**config.mk**
```make
export PLATFORM = sky130hd
export DESIGN_NAME = decode_issue
export DESIGN_NICKNAME = d
export VERILOG_FILES = /design/src/rtl/decode_issue.sv
export SDC_FILE = /design/constraint.sdc
export NUM_CORES = 1
export LEC_CHECK = 0
export CAP_MARGIN = 40
export CELL_PAD_IN_SITES_DETAIL_PLACEMENT = 1
export CELL_PAD_IN_SITES_GLOBAL_PLACEMENT = 1
export CORE_MARGIN = 8
export CORE_UTILIZATION = 37
export DETAILED_ROUTE_END_ITERATION = 6
export PLACE_DENSITY = 0.89
export REMOVE_ABC_BUFFERS = 1
export SYNTH_ARGS = -nofsm -noshare
export SYNTH_HDL_FRONTEND = slang
export SYNTH_SLANG_ARGS = --single-unit
```
**constraint.sdc**
```tcl
create_clock -name clk -period 12.98 [get_ports clk]
set_input_delay 1.947 -clock clk [delete_from_list [all_inputs] [get_ports clk]]
set_output_delay 1.947 -clock clk [all_outputs]
set_load 0.02 [all_outputs]
```
**src/rtl/decode_issue.sv**
```systemverilog
// ============================================================================
// Module      : decode_issue
// Description : Decode/issue stage with busy scoreboard and prioritised bypass.
//               Optional macro DECODE_BYPASS_EN enables the fwd bypass ports.
// Revision    : 1.0 - initial release
// ============================================================================
`default_nettype none

module decode_issue #(
    parameter int XLEN = 32,
    parameter int PCW  = 27,
    parameter int NFWD = 2
) (
    input  logic                 clk,
    input  logic                 rst,
    input  logic                 in_valid,
    output logic                 in_ready,
    input  logic [31:0]          inst,
    input  logic [PCW-1:0]       pc,
    output logic [5:0]           rf_rs1,
    output logic [5:0]           rf_rs2,
    input  logic [XLEN-1:0]      rf_rs1data,
    input  logic [XLEN-1:0]      rf_rs2data,
    input  logic [NFWD-1:0]      fwd_valid,
    input  logic [7*NFWD-1:0]    fwd_rd,
    input  logic [XLEN*NFWD-1:0] fwd_data,
    input  logic                 wb_valid,
    input  logic [6:0]           wb_rd,
    input  logic [XLEN-1:0]      wb_data,
    input  logic                 flush,
    output logic                 out_valid,
    input  logic                 out_ready,
    output logic [XLEN-1:0]      dec_op1,
    output logic [XLEN-1:0]      dec_op2,
    output logic [6:0]           aluctl,
    output logic [6:0]           dec_rd,
    output logic                 dec_mre,
    output logic                 dec_mwe,
    output logic [6:0]           dec_branch,
    output logic [PCW-1:0]       dec_pc,
    output logic [29:0]          daddr
);

    // ------------------------------------------------------------------
    // Field extraction
    // ------------------------------------------------------------------
    logic [2:0]      w_op;
    logic [2:0]      w_funct;
    logic            w_fromf;
    logic            w_tof;
    logic [5:0]      w_rs1;
    logic [5:0]      w_rs2;
    logic [6:0]      w_rd;
    logic [XLEN-1:0] w_imm;
    logic            w_rs1_nz;
    logic            w_rs2_nz;
    logic            w_rd_wr;
    logic            w_rs2_used;
    logic            w_op2_imm;

    assign w_op       = inst[2:0];
    assign w_funct    = inst[5:3];
    assign w_fromf    = (w_op == 3'b010) | ({w_funct[2], w_op} == 4'b0011);
    assign w_tof      = (w_op == 3'b010) | ({w_funct[2], w_op} == 4'b1011);
    assign w_rs1      = {w_fromf, inst[31:27]};
    assign w_rs2      = {w_fromf, inst[10:6]};
    assign w_rd       = {(w_op[2:1] != 2'b11), w_tof, inst[26:22]};
    assign w_imm      = {{(XLEN-16){inst[21]}}, inst[21:6]};
    assign w_rs1_nz   = (w_rs1[4:0] != 5'd0);
    assign w_rs2_nz   = (w_rs2[4:0] != 5'd0);
    assign w_rd_wr    = w_rd[6] & (w_rd[4:0] != 5'd0);
    assign w_rs2_used = (w_op == 3'b000) | (w_op == 3'b001) | (w_op == 3'b010) |
                        (w_op == 3'b011) | (w_op == 3'b110);
    assign w_op2_imm  = (w_op == 3'b100) | (w_op == 3'b101) | (w_op == 3'b111);

    assign rf_rs1 = w_rs1;
    assign rf_rs2 = w_rs2;

    // ------------------------------------------------------------------
    // Bypass network
    // ------------------------------------------------------------------
    logic [NFWD-1:0] w_rs1_match;
    logic [NFWD-1:0] w_rs2_match;
    logic [XLEN-1:0] w_rs1_fwd_data;
    logic [XLEN-1:0] w_rs2_fwd_data;

`ifdef DECODE_BYPASS_EN
    generate
        for (genvar gi = 0; gi < NFWD; gi++) begin : g_fwd_match
            assign w_rs1_match[gi] = fwd_valid[gi] & fwd_rd[7*gi+6] &
                                     (fwd_rd[7*gi +: 6] == w_rs1) & w_rs1_nz;
            assign w_rs2_match[gi] = fwd_valid[gi] & fwd_rd[7*gi+6] &
                                     (fwd_rd[7*gi +: 6] == w_rs2) & w_rs2_nz;
        end
    endgenerate

    // Walk from the oldest port down so the youngest matching port wins.
    always_comb begin
        w_rs1_fwd_data = '0;
        w_rs2_fwd_data = '0;
        for (int i = NFWD - 1; i >= 0; i--) begin
            if (w_rs1_match[i]) w_rs1_fwd_data = fwd_data[XLEN*i +: XLEN];
            if (w_rs2_match[i]) w_rs2_fwd_data = fwd_data[XLEN*i +: XLEN];
        end
    end
`else
    logic w_unused_fwd;

    assign w_rs1_match    = '0;
    assign w_rs2_match    = '0;
    assign w_rs1_fwd_data = '0;
    assign w_rs2_fwd_data = '0;
    assign w_unused_fwd   = ^{fwd_valid, fwd_rd, fwd_data};
`endif

    logic w_rs1_fwd_hit;
    logic w_rs2_fwd_hit;
    logic w_rs1_wb_hit;
    logic w_rs2_wb_hit;

    assign w_rs1_fwd_hit = |w_rs1_match;
    assign w_rs2_fwd_hit = |w_rs2_match;
    assign w_rs1_wb_hit  = wb_valid & wb_rd[6] & (wb_rd[5:0] == w_rs1) & w_rs1_nz;
    assign w_rs2_wb_hit  = wb_valid & wb_rd[6] & (wb_rd[5:0] == w_rs2) & w_rs2_nz;

    logic [XLEN-1:0] w_rs1_val;
    logic [XLEN-1:0] w_rs2_val;
    logic [XLEN-1:0] w_op2;
    logic [XLEN-1:0] w_addr_sum;
    logic            w_unused_addr;

    assign w_rs1_val  = w_rs1_fwd_hit ? w_rs1_fwd_data :
                        w_rs1_wb_hit  ? wb_data        : rf_rs1data;
    assign w_rs2_val  = w_rs2_fwd_hit ? w_rs2_fwd_data :
                        w_rs2_wb_hit  ? wb_data        : rf_rs2data;
    assign w_op2      = w_op2_imm ? w_imm : w_rs2_val;
    assign w_addr_sum = w_rs1_val + w_imm;
    assign w_unused_addr = ^w_addr_sum[XLEN-1:30];

    // ------------------------------------------------------------------
    // Hazard detection and handshake
    // ------------------------------------------------------------------
    logic [63:0] r_busy;
    logic [63:0] w_busy_next;
    logic        r_out_valid;
    logic [6:0]  r_dec_rd;
    logic        w_rs1_stall;
    logic        w_rs2_stall;
    logic        w_waw;
    logic        w_hazard;
    logic        w_can_issue;
    logic        w_issue;

    assign w_rs1_stall = w_rs1_nz & r_busy[w_rs1] & ~w_rs1_fwd_hit & ~w_rs1_wb_hit;
    assign w_rs2_stall = w_rs2_used & w_rs2_nz & r_busy[w_rs2] &
                         ~w_rs2_fwd_hit & ~w_rs2_wb_hit;
    assign w_waw       = w_rd_wr & r_busy[w_rd[5:0]];
    assign w_hazard    = w_rs1_stall | w_rs2_stall | w_waw;
    assign w_can_issue = ~w_hazard & (~r_out_valid | out_ready) & ~flush;
    assign w_issue     = in_valid & w_can_issue;
    assign in_ready    = rst & w_can_issue;

    // Set is applied last so it wins over a same-cycle writeback clear.
    always_comb begin
        w_busy_next = r_busy;
        if (flush & r_out_valid & r_dec_rd[6]) w_busy_next[r_dec_rd[5:0]] = 1'b0;
        if (wb_valid)                          w_busy_next[wb_rd[5:0]]    = 1'b0;
        if (w_issue & w_rd_wr)                 w_busy_next[w_rd[5:0]]     = 1'b1;
    end

    // ------------------------------------------------------------------
    // Decoded control
    // ------------------------------------------------------------------
    logic [6:0] w_branch;
    logic       w_mwe;
    logic       w_mre;

    always_comb begin
        w_branch = '0;
        for (int i = 0; i < 6; i++) begin
            w_branch[i] = (w_funct == 3'(i));
        end
        w_branch[6] = (w_op == 3'b110) & ~(&w_funct[2:1]);
    end

    assign w_mwe = (w_op == 3'b110) & (w_funct[2:1] == 2'b11);
    assign w_mre = (w_op == 3'b101) & (w_funct[2:1] == 2'b00);

    // ------------------------------------------------------------------
    // Output bundle register
    // ------------------------------------------------------------------
    logic [XLEN-1:0] r_dec_op1;
    logic [XLEN-1:0] r_dec_op2;
    logic [6:0]      r_aluctl;
    logic            r_dec_mre;
    logic            r_dec_mwe;
    logic [6:0]      r_dec_branch;
    logic [PCW-1:0]  r_dec_pc;
    logic [29:0]     r_daddr;

    always_ff @(posedge clk) begin
        if (!rst) begin
            r_busy       <= '0;
            r_out_valid  <= 1'b0;
            r_dec_op1    <= '0;
            r_dec_op2    <= '0;
            r_aluctl     <= '0;
            r_dec_rd     <= '0;
            r_dec_mre    <= 1'b0;
            r_dec_mwe    <= 1'b0;
            r_dec_branch <= '0;
            r_dec_pc     <= '0;
            r_daddr      <= '0;
        end else begin
            r_busy <= w_busy_next;
            if (flush) begin
                r_out_valid <= 1'b0;
            end else if (w_issue) begin
                r_out_valid  <= 1'b1;
                r_dec_op1    <= w_rs1_val;
                r_dec_op2    <= w_op2;
                r_aluctl     <= {inst[11], w_op, w_funct};
                r_dec_rd     <= w_rd;
                r_dec_mre    <= w_mre;
                r_dec_mwe    <= w_mwe;
                r_dec_branch <= w_branch;
                r_dec_pc     <= pc;
                r_daddr      <= w_addr_sum[29:0];
            end else if (r_out_valid & out_ready) begin
                r_out_valid <= 1'b0;
            end
        end
    end

    assign out_valid  = r_out_valid;
    assign dec_op1    = r_dec_op1;
    assign dec_op2    = r_dec_op2;
    assign aluctl     = r_aluctl;
    assign dec_rd     = r_dec_rd;
    assign dec_mre    = r_dec_mre;
    assign dec_mwe    = r_dec_mwe;
    assign dec_branch = r_dec_branch;
    assign dec_pc     = r_dec_pc;
    assign daddr      = r_daddr;

endmodule

`default_nettype wire
```
==> results of run 1 <==
[per-layer routing]
layer | wire length [um] | up-vias | global-route usage | part of all wire
met3 | 4626 | 180 | 0.06455 | 0.082
met5 | 0 | - | 0 | 0
met1 | 22110 | 6392 | 0.3193 | 0.39
li1 | - | 5664 | - | -
met4 | 3087 | 0 | 0.1401 | 0.055
met2 | 26650 | 633 | 0.4397 | 0.47
[worst max-delay path, cell delays in order]
cell and delay (ns):
clkdlybuf4s50_1 0.97, buf_4 0.38, mux4_2 0.54, mux2i_1 0.26
nor3_1 0.08, o41ai_1 0.45, a211oi_1 0.20, a2111oi_0 0.33
clkdlybuf4s50_1 0.76
[path summary, 6_finish.rpt]
kind                              from                       to  slack (ns)  cells after the start
setup / recovery               inst[7]                 in_ready        5.12                      9
hold / removal    dec_mwe$_SDFFE_PN0P_     dec_mwe$_SDFFE_PN0P_        0.48                      2
setup reg to reg  r_busy[7]$_SDFF_PN0_  dec_pc[25]$_SDFFE_PN0P_        8.69                     11
hold reg to reg   dec_mwe$_SDFFE_PN0P_     dec_mwe$_SDFFE_PN0P_        0.48                      2
[where the power goes]
part | switching (mW) | total (mW) | leakage [nW] | internal, mW
sequential | 0.0177 | 0.685 | 1.70 | 0.668
clock | 0.314 | 0.813 | 0.464 | 0.499
combinational | 0.231 | 0.413 | 3.73 | 0.182
total | 0.563 | 1.91 | 5.89 | 1.35
[cells in the mapped netlist (all sizes together) (29+ instances only)]
library cell  instances  area, sq um
a21oi                67        335.3
buf                  57        414.1
clkbuf               55        206.5
dfxtp               209         4184
ha                   29        362.9
mux2                 39        439.2
mux2i               190         1902
mux4                 29        653.1
nand2               106        397.9
nor2                196        735.7
o2111ai              66        578.1
o21ai                77        385.4
[stage by stage]
step           cells  hold WS, ns    util
3_5_place_dp    2078       0.4690  0.4791
4_1_cts         2126       0.4826  0.5077
2_1_floorplan   1279       0.4575       -
3_3_place_gp    2071       0.4534  0.4757
6_report        2129       0.4763  0.5082
5_1_grt         2129       0.5029  0.5082
[cell families after synthesis]
group                      count (synthesis)  share of synthesized area
xor gates and xnor gates                  35                    0.02444
buffers and inverters                    129                    0.05457
adders and majority gates                 30                    0.03053
DFF                                      209                     0.3336
and+or+nand+nor                          436                     0.1586
muxes                                    258                     0.2387
AOI/OAI and AO/OA                        294                     0.1595
[cell type report]
type / instances / area [sq um] / area share
diodes: 1 / 2.502 / 0.0001472
multi-input cells: 1053 / 7711 / 0.4537
inverters: 17 / 66.31 / 0.003901
repair buffers: 353 / 3518 / 0.2070
clock buffers: 36 / 738.2 / 0.04343
clock inverters: 12 / 216.5 / 0.01273
well taps: 448 / 560.5 / 0.03298
flip-flops and latches: 209 / 4184 / 0.2462
[flip-flops by register name, indices dropped and copies added, names as in the netlist]
| signal | cells |
|---|---|
| aluctl | 7 |
| dec_branch | 7 |
| r_busy | 64 |
| dec_mre | 1 |
| dec_rd | 7 |
| dec_pc | 27 |
| dec_op2 | 32 |
| dec_mwe | 1 |
| dec_op1 | 32 |
| out_valid | 1 |
| daddr | 30 |
==> impl_metrics.py, run 1 <==
metrics = {
    "finish": {
        "fillers": 3747,
        "area_growth_pct": 35.53,
        "drive_above_1_share": 0.09226,
        "fin_area_sq_um": 17000,
        "layout.nets": 1938,
        "final_cell_mix": "clkdlybuf4s50_1 (324), dfxtp_1 (209), nor2_1 (195), mux2i_1 (190), nand2_1 (106)",
        "final_common_cell": "clkdlybuf4s50_1",
    },
    "die": {
        "core_area_sq_um": 33450,
        "num_rows": 67,
        "die_w_um": 200.1,
        "die_area_sq_um": 40040,
        "io-pin-count": 406,
        "floorplan.initialDensity": 0.3750,
        "die_h_um": 200.1,
    },
    "global_route": {
        "grt_antenna_before_repair": 1,
        "grt_overflow": 0,
        "grt_pass1_vias": 13830,
        "grt_pass1_wl_um": 85260,
        "grtUsageTotal": 0.2671,
        "grt_max_degree": 80,
    },
    "timing": {
        "final_hold_viol_count": 0,
        "fin_skew_ns": 0.02044,
        "final_max_slew_viol_count": 0,
        "final-setup-viol-count": 0,
        "tns_ns": 0,
        "worst_slew_margin_rel": 0.3577,
        "worst_pin_slew_ns": 0.9583,
        "rsz0062_at_grt": "no",
        "period_minus_slack_ns": 7.863,
        "min_period_over_period": 0.6058,
        "worst_slack_ns": 5.117,
        "max_freq_mhz": 127.2,
    },
    "synth": {
        "synth_warnings": 0,
        "ys_seq_elements": 209,
        "synth-async-reset-ratio": 0,
        "synth_flop_cell": "dfxtp_1",
        "avgSynthCellArea_sq_um": 9.017,
        "synth_area_sq_um": 12540,
        "yosysSeqAreaShare": 0.3336,
        "synth_cells": 1391,
        "synthDistinctLibCells": 67,
        "synth-edff-count": 0,
    },
    "clock_tree": {
        "cts_hold_buf": 0,
        "cts_resized": 0,
        "clockRootBuffer": "clkbuf_16",
        "htreeDepth": 1,
        "cts_tree": "yes",
        "cts_buffers": 26,
        "clk_pin_slew_ns": 0.06,
        "cts_buffer_depth": 3,
        "post_cts_buffers": 0,
        "insertion_delay_ns": 0.56,
        "clock_sinks": 209,
    },
    "pwr": {
        "power_density_nw_per_um2": 112.5,
        "p_leak_nw": 5.895,
        "power.total_mw": 1.912,
        "ir_drop_mv": 0.09377,
    },
    "detailed_routing": {
        "drtAntennaViolNets": 0,
        "detail_route.wl_per_cell_um": 26.52,
        "drtIter0Drc": 1075,
        "drt_first_pass_iters": 5,
        "route.detailed.drc": 0,
        "routed_wl_um": 56470,
        "vias": 12870,
        "viasPerCell": 6.045,
    },
    "placed_design": {
        "place_congestion": 0.9768,
        "pre_cts_slack_ns": 5.089,
        "place_area_sq_um": 16030,
        "io_buffers": 325,
        "hpwl_um": 39990,
    },
    "worst_setup_path": {
        "worstSetupStartpointType": "primary input",
        "crit_path_end_kind": "primary output",
        "worstPathRequired_ns": 11.03,
        "arrival_ns": 5.92,
        "crit_type": "primary input to primary output",
        "crit_fanout": 13,
    },
    "flow_run": {
        "drv_cap": 0,
    },
    "min_path": {
        "holdCritPathClass": "register to register",
    },
    "run_status": {
        "status": "finished, final reports clean",
    },
}
Note: power is estimated with default switching activity, not from simulation.
==> run 2, diff against run 1 <==
--- a/config.mk
+++ b/config.mk
@@ -9,9 +9,9 @@
 export CELL_PAD_IN_SITES_DETAIL_PLACEMENT = 1
 export CELL_PAD_IN_SITES_GLOBAL_PLACEMENT = 1
 export CORE_MARGIN = 8
-export CORE_UTILIZATION = 37
+export CORE_UTILIZATION = 35
 export DETAILED_ROUTE_END_ITERATION = 6
-export PLACE_DENSITY = 0.89
+export PLACE_DENSITY = 0.85
 export REMOVE_ABC_BUFFERS = 1
 export SYNTH_ARGS = -nofsm -noshare
 export SYNTH_HDL_FRONTEND = slang
==> constraint.sdc (replaced) <==
create_clock -name clk -period 7.53 [get_ports clk]
set_input_delay 1.1295 -clock clk [delete_from_list [all_inputs] [get_ports clk]]
set_output_delay 1.1295 -clock clk [all_outputs]
set_load 0.02 [all_outputs]
==> run 2 against run 1 <==
Worst hold slack worse by 0.012 ns. Global-route usage down 1.5 points. Via count down 0.40%. Core utilization down 2.6 points. Flip-flop and latch count unchanged. Highest routed layer unchanged.
==> impl_metrics.py, run 2 (synthesized netlist as in run 1, its figures left out) <==
metrics = {
    "run_status": {
        "status": "finished, final reports clean",
    },
    "timing": {
        "final_hold_viol_count": 0,
        "worst_slew_margin_rel": 0.2815,
        "final_max_slew_viol_count": 0,
        "worst_pin_slew_ns": 1.074,
        "max_freq_mhz": 155.0,
        "tns_ns": 0,
        "rsz0062_at_grt": "no",
        "worst_slack_ns": 1.080,
        "period_minus_slack_ns": 6.450,
        "final-setup-viol-count": 0,
        "min_period_over_period": 0.8566,
        "fin_skew_ns": 0.01977,
    },
    "worst_setup_path": {
        "worstPathRequired_ns": 6.40,
        "crit_path_end_kind": "primary output",
        "r2r-start": "r_busy[3]$_SDFF_PN0_",
        "crit_type": "primary input to primary output",
        "rr_worst_depth": 9,
        "rr_endpoint": "aluctl[0]$_SDFFE_PN0P_",
        "arrival_ns": 5.32,
        "reg2reg_slack_ns": 3.80,
        "crit_fanout": 19,
        "worstSetupStartpointType": "primary input",
    },
    "detailed_routing": {
        "drt_first_pass_iters": 5,
        "vias": 12820,
        "detail_route.wl_per_cell_um": 26.10,
        "routed_wl_um": 56110,
        "viasPerCell": 5.961,
        "drtIter0Drc": 1101,
        "drtAntennaViolNets": 0,
        "route.detailed.drc": 0,
    },
    "finish": {
        "final_cell_mix": "clkdlybuf4s50_1 (324), dfxtp_1 (209), nor2_1 (195), mux2i_1 (190), nand2_1 (106)",
        "utilization": 0.4820,
        "regMostFlops": "r_busy",
        "layout.nets": 1944,
        "final_common_cell": "clkdlybuf4s50_1",
        "area_growth_pct": 36.04,
        "largest_reg_flops": 64,
        "final_cells": 2150,
        "fin_area_sq_um": 17060,
        "drive_above_1_share": 0.09431,
    },
    "die": {
        "num_rows": 69,
        "die_area_sq_um": 42150,
        "die_h_um": 205.3,
        "io-pin-count": 406,
        "core_area_sq_um": 35400,
        "floorplan.initialDensity": 0.3543,
        "die_w_um": 205.3,
    },
    "placed_design": {
        "dpl.cell_count": 2098,
        "pre_cts_slack_ns": 0.7466,
        "place_congestion": 0.9411,
        "place_area_sq_um": 16060,
        "hpwl_um": 39950,
        "io_buffers": 325,
    },
    "pwr": {
        "seq_power_share": 0.353,
        "ir_drop_mv": 0.1706,
        "internal-power_mw": 2.384,
        "comb_power_share": 0.213,
        "p_leak_nw": 5.926,
        "clkPwrFrac": 0.435,
        "power_density_nw_per_um2": 196.1,
        "netSwitchingFraction": 0.2873,
        "p_sw_uw": 961.2,
    },
    "clock_tree": {
        "clock_sinks": 209,
        "htreeDepth": 1,
        "insertion_delay_ns": 0.56,
        "post_cts_buffers": 0,
        "clockRootBuffer": "clkbuf_16",
        "cts_tree": "yes",
        "cts_buffer_depth": 3,
        "cts_hold_buf": 0,
        "cts_resized": 0,
        "cts_buffers": 26,
        "clk_pin_slew_ns": 0.06,
    },
    "global_route": {
        "grtUsageTotal": 0.2525,
        "grt_pass1_wl_um": 82810,
        "grt_overflow": 0,
        "grt_pass1_vias": 13830,
        "grt_antenna_before_repair": 1,
        "grt_max_degree": 152,
    },
    "min_path": {
        "hold_depth": 2,
        "whs_endpoint": "dec_branch[5]$_SDFFE_PN0P_",
        "holdCritPathClass": "register to register",
        "worstHoldStart": "dec_branch[5]$_SDFFE_PN0P_",
    },
    "flow_run": {
        "drv_cap": 0,
    },
}
==> run 2: cell types whose count changed in the layout (fill, tap and decap cells not counted), moves of 2 or more <==
cell       delta
bufinv_16     +2
buf_16        -2
buf_4         +5
diode_2       +2
==> run 2: worst max path at each step <==
stage                         from                     end  slack [ns]  cells past startpoint
after floorplan            inst[1]   r_busy[62]$_SDFF_PN0_      -10.52                      8
after global placement    inst[24]                in_ready        0.81                      9
after detailed placement   inst[0]  daddr[29]$_SDFFE_PN0P_        0.75                     18
after CTS                 inst[24]                in_ready        1.13                     11
after global routing      inst[24]                in_ready        0.88                     11
final                     inst[24]                in_ready        1.08                     11
==> run 2: layout make-up <==
type / count / area [sq um]
clock buffer: 35 / 724.4
clock inverter: 13 / 267.8
fill: 4022 / 18330
tap: 461 / 576.8
sequential: 209 / 4184
timing repair buffer: 359 / 3530
inverter: 17 / 66.31
multi-input combinational: 1053 / 7706
antenna: 3 / 7.507
==> run 2: per-layer routing <==
metal | GRT usage | wire, um | vias to the layer above
li1 | - | - | 5694
met5 | 0 | 0 | -
met4 | 0.1453 | 3313 | 0
met3 | 0.06817 | 4865 | 201
met2 | 0.4100 | 26090 | 637
met1 | 0.2978 | 21840 | 6285
==> run 2: power by group through the flow <==
stage                     Clock (mW)  Combinational [mW]  Sequential [mW]
after floorplan                    0               0.341             1.25
after global placement             0               0.675             1.20
after detailed placement           0               0.698             1.20
after CTS                       1.48               0.708             1.18
after global routing            1.52               0.755             1.18
final                           1.45               0.712             1.18
==> run 2: per-stage QoR <==
step	hold WS (ns)	total power, mW
2_1_floorplan	0.4575	1.592
3_3_place_gp	0.4544	1.874
3_5_place_dp	0.4666	1.900
4_1_cts	0.4738	3.366
5_1_grt	0.5049	3.458
6_report	0.4647	3.345
==> run 2: worst max-delay path, cell delays in order <==
cell	delay [ns]
clkdlybuf4s50_1	1.05
buf_4	0.39
mux2_2	0.37
a221oi_1	0.27
o211ai_1	0.13
and4_1	0.24
a211o_1	0.30
a2111oi_0	0.51
buf_1	0.20
buf_4	0.12
clkdlybuf4s50_1	0.60
==> run 3, diff against run 2 <==
--- a/config.mk
+++ b/config.mk
@@ -9,10 +9,9 @@
 export CELL_PAD_IN_SITES_DETAIL_PLACEMENT = 1
 export CELL_PAD_IN_SITES_GLOBAL_PLACEMENT = 1
 export CORE_MARGIN = 8
-export CORE_UTILIZATION = 35
+export CORE_UTILIZATION = 30
 export DETAILED_ROUTE_END_ITERATION = 6
-export PLACE_DENSITY = 0.85
-export REMOVE_ABC_BUFFERS = 1
+export PLACE_DENSITY = 0.75
 export SYNTH_ARGS = -nofsm -noshare
 export SYNTH_HDL_FRONTEND = slang
 export SYNTH_SLANG_ARGS = --single-unit
==> run 3 against run 2 <==
Worst hold slack gained 0.0067 ns. Register-to-register slack got worse by 0.03 ns. Global-route usage fell by 2.5 points. Core utilization decreased by 7.2 points. Sequential share of layout area up 0.052 points. Largest cell class unchanged. Non-clock buffer count rose by 5. Maximum frequency grew 1.7%. Combinational power decreased by 0.8%. Routed wire length grew 1.3%. Die area rose by 15%. Largest power group unchanged. Critical endpoint unchanged. Flip-flop and latch count did not move.
==> impl_metrics.py, run 3 (synthesized netlist as in run 1, its figures left out) <==
metrics = {
    "worst_setup_path": {
        "cp-startpoint": "inst[24]",
        "r2r-start": "r_busy[7]$_SDFF_PN0_",
        "arrival_ns": 5.21,
        "crit_type": "primary input to primary output",
        "reg2reg_slack_ns": 3.77,
        "worstSetupStartpointType": "primary input",
        "crit_fanout": 21,
        "crit_path_end_kind": "primary output",
        "worstPathRequired_ns": 6.40,
    },
    "global_route": {
        "grtUsageMet3": 0.06957,
        "grtUsageMet1": 0.2761,
        "grt_busiest_layer": "met2",
        "grt_pass1_vias": 13600,
        "grt_overflow": 0,
        "grt_pass1_wl_um": 85100,
        "met2_usage": 0.3793,
        "grt_antenna_before_repair": 7,
        "grtUsageTotal": 0.2279,
        "grt_max_degree": 87,
    },
    "finish": {
        "final_common_cell": "clkdlybuf4s50_1",
        "regMostFlops": "r_busy",
        "final_cells": 2228,
        "multi_input_area_sq_um": 7706,
        "ff_latch_area_sq_um": 4184,
        "largest_reg_flops": 64,
        "fillers": 4776,
        "drive_above_1_share": 0.09656,
        "final_cell_mix": "clkdlybuf4s50_1 (323), dfxtp_1 (209), nor2_1 (195), mux2i_1 (190), nand2_1 (106)",
        "area_growth_pct": 35.75,
        "layout.nets": 1948,
    },
    "placed_design": {
        "io_buffers": 325,
        "dpl.cell_count": 2180,
        "place_congestion": 0.9680,
        "hpwl_um": 42170,
        "pre_cts_slack_ns": 0.8354,
    },
    "pwr": {
        "p_leak_nw": 5.883,
        "power.total_mw": 3.085,
        "power_density_nw_per_um2": 181.2,
        "ir_drop_mv": 0.1727,
    },
    "timing": {
        "worst_pin_slew_ns": 1.025,
        "max_freq_mhz": 157.7,
        "final-setup-viol-count": 0,
        "period_minus_slack_ns": 6.340,
        "final_hold_viol_count": 0,
        "worst_slack_ns": 1.190,
        "worst_slew_margin_rel": 0.3144,
        "tns_ns": 0,
        "final_max_slew_viol_count": 0,
        "min_period_over_period": 0.8419,
        "rsz0062_at_grt": "no",
        "fin_skew_ns": 0.01106,
    },
    "detailed_routing": {
        "detail_route.wl_per_cell_um": 25.50,
        "drt_first_pass_iters": 5,
        "vias": 12670,
        "routed_wl_um": 56820,
        "drtAntennaViolNets": 0,
        "viasPerCell": 5.685,
        "route.detailed.drc": 0,
        "drtIter0Drc": 1008,
    },
    "die": {
        "die_w_um": 220.5,
        "floorplan.initialDensity": 0.3017,
        "num_rows": 75,
        "die_area_sq_um": 48600,
        "core_area_sq_um": 41570,
        "io-pin-count": 406,
        "die_h_um": 220.5,
    },
    "clock_tree": {
        "clk_pin_slew_ns": 0.06,
        "clockRootBuffer": "clkbuf_16",
        "insertion_delay_ns": 0.54,
        "htreeDepth": 1,
        "cts_resized": 0,
        "cts_tree": "yes",
        "cts_hold_buf": 0,
        "clock_sinks": 209,
        "cts_buffers": 25,
        "post_cts_buffers": 0,
        "cts_buffer_depth": 3,
    },
    "min_path": {
        "worstHoldStart": "dec_branch[3]$_SDFFE_PN0P_",
        "holdCritPathClass": "register to register",
    },
    "flow_run": {
        "drv_cap": 0,
    },
    "run_status": {
        "status": "finished, final reports clean",
    },
    "synth": {
        "syn_nets": 1669,
    },
}
run 3: cell types whose count changed in the layout (fill, tap and decap cells not counted):
cell and change:
buf_12 +2, buf_2 +3, buf_6 +1, bufinv_16 -7, clkbuf_1 -1, clkbuf_16 -1, clkbuf_8 +5, clkdlybuf4s50_1 -1
clkinv_16 -1, clkinv_2 +1, clkinv_4 +1, clkinvlp_4 -1, diode_2 -2, inv_6 +1
run 3: per-stage QoR:
| step | cell area (sq um) | utilization | hold slack [ns] |
|---|---|---|---|
| floorplan | 12540 | - | 0.4575 |
| global placement | 16120 | 0.3877 | 0.4549 |
| detailed placement | 16200 | 0.3898 | 0.4679 |
| CTS | 17010 | 0.4092 | 0.4762 |
| global route | 17030 | 0.4096 | 0.4982 |
| finish | 17030 | 0.4096 | 0.4714 |
run 3: final timing paths:
kind                                 to  cells after the start
min          dec_branch[3]$_SDFFE_PN0P_                      2
max                            in_ready                     11
max reg2reg     dec_op1[0]$_SDFFE_PN0P_                     10
min reg2reg  dec_branch[3]$_SDFFE_PN0P_                      2
run 3: final cells by class:
cell class / instances / area share
Antenna cell: 1 / 0.0001470
Clock buffer: 38 / 0.04490
Clock inverter: 7 / 0.002499
Inverter: 17 / 0.003895
Multi-Input combinational cell: 1053 / 0.4526
Sequential cell: 209 / 0.2457
Tap cell: 539 / 0.03961
Timing Repair Buffer: 364 / 0.2106
run 3: power breakdown:
group | internal, mW | switching (mW) | total (mW)
sequential | 1.15 | 0.0289 | 1.18
combinational | 0.316 | 0.390 | 0.706
clock | 0.697 | 0.502 | 1.20
run 3: worst max-delay path, cell delays in order:
cell             delay, ns
clkdlybuf4s50_1       0.98
buf_4                 0.40
mux2i_1               0.22
o21ai_0               0.09
a2111oi_0             0.59
nor4_1                0.14
a211o_1               0.34
a2111oi_0             0.36
buf_1                 0.19
buf_4                 0.12
clkdlybuf4s50_1       0.62
run 3: metal layers:
| layer | vias up | routed length [um] |
|---|---|---|
| met5 | - | 37 |
| met4 | 6 | 1862 |
| met3 | 128 | 5292 |
| met2 | 586 | 26870 |
| met1 | 6274 | 22760 |
| li1 | 5673 | - |
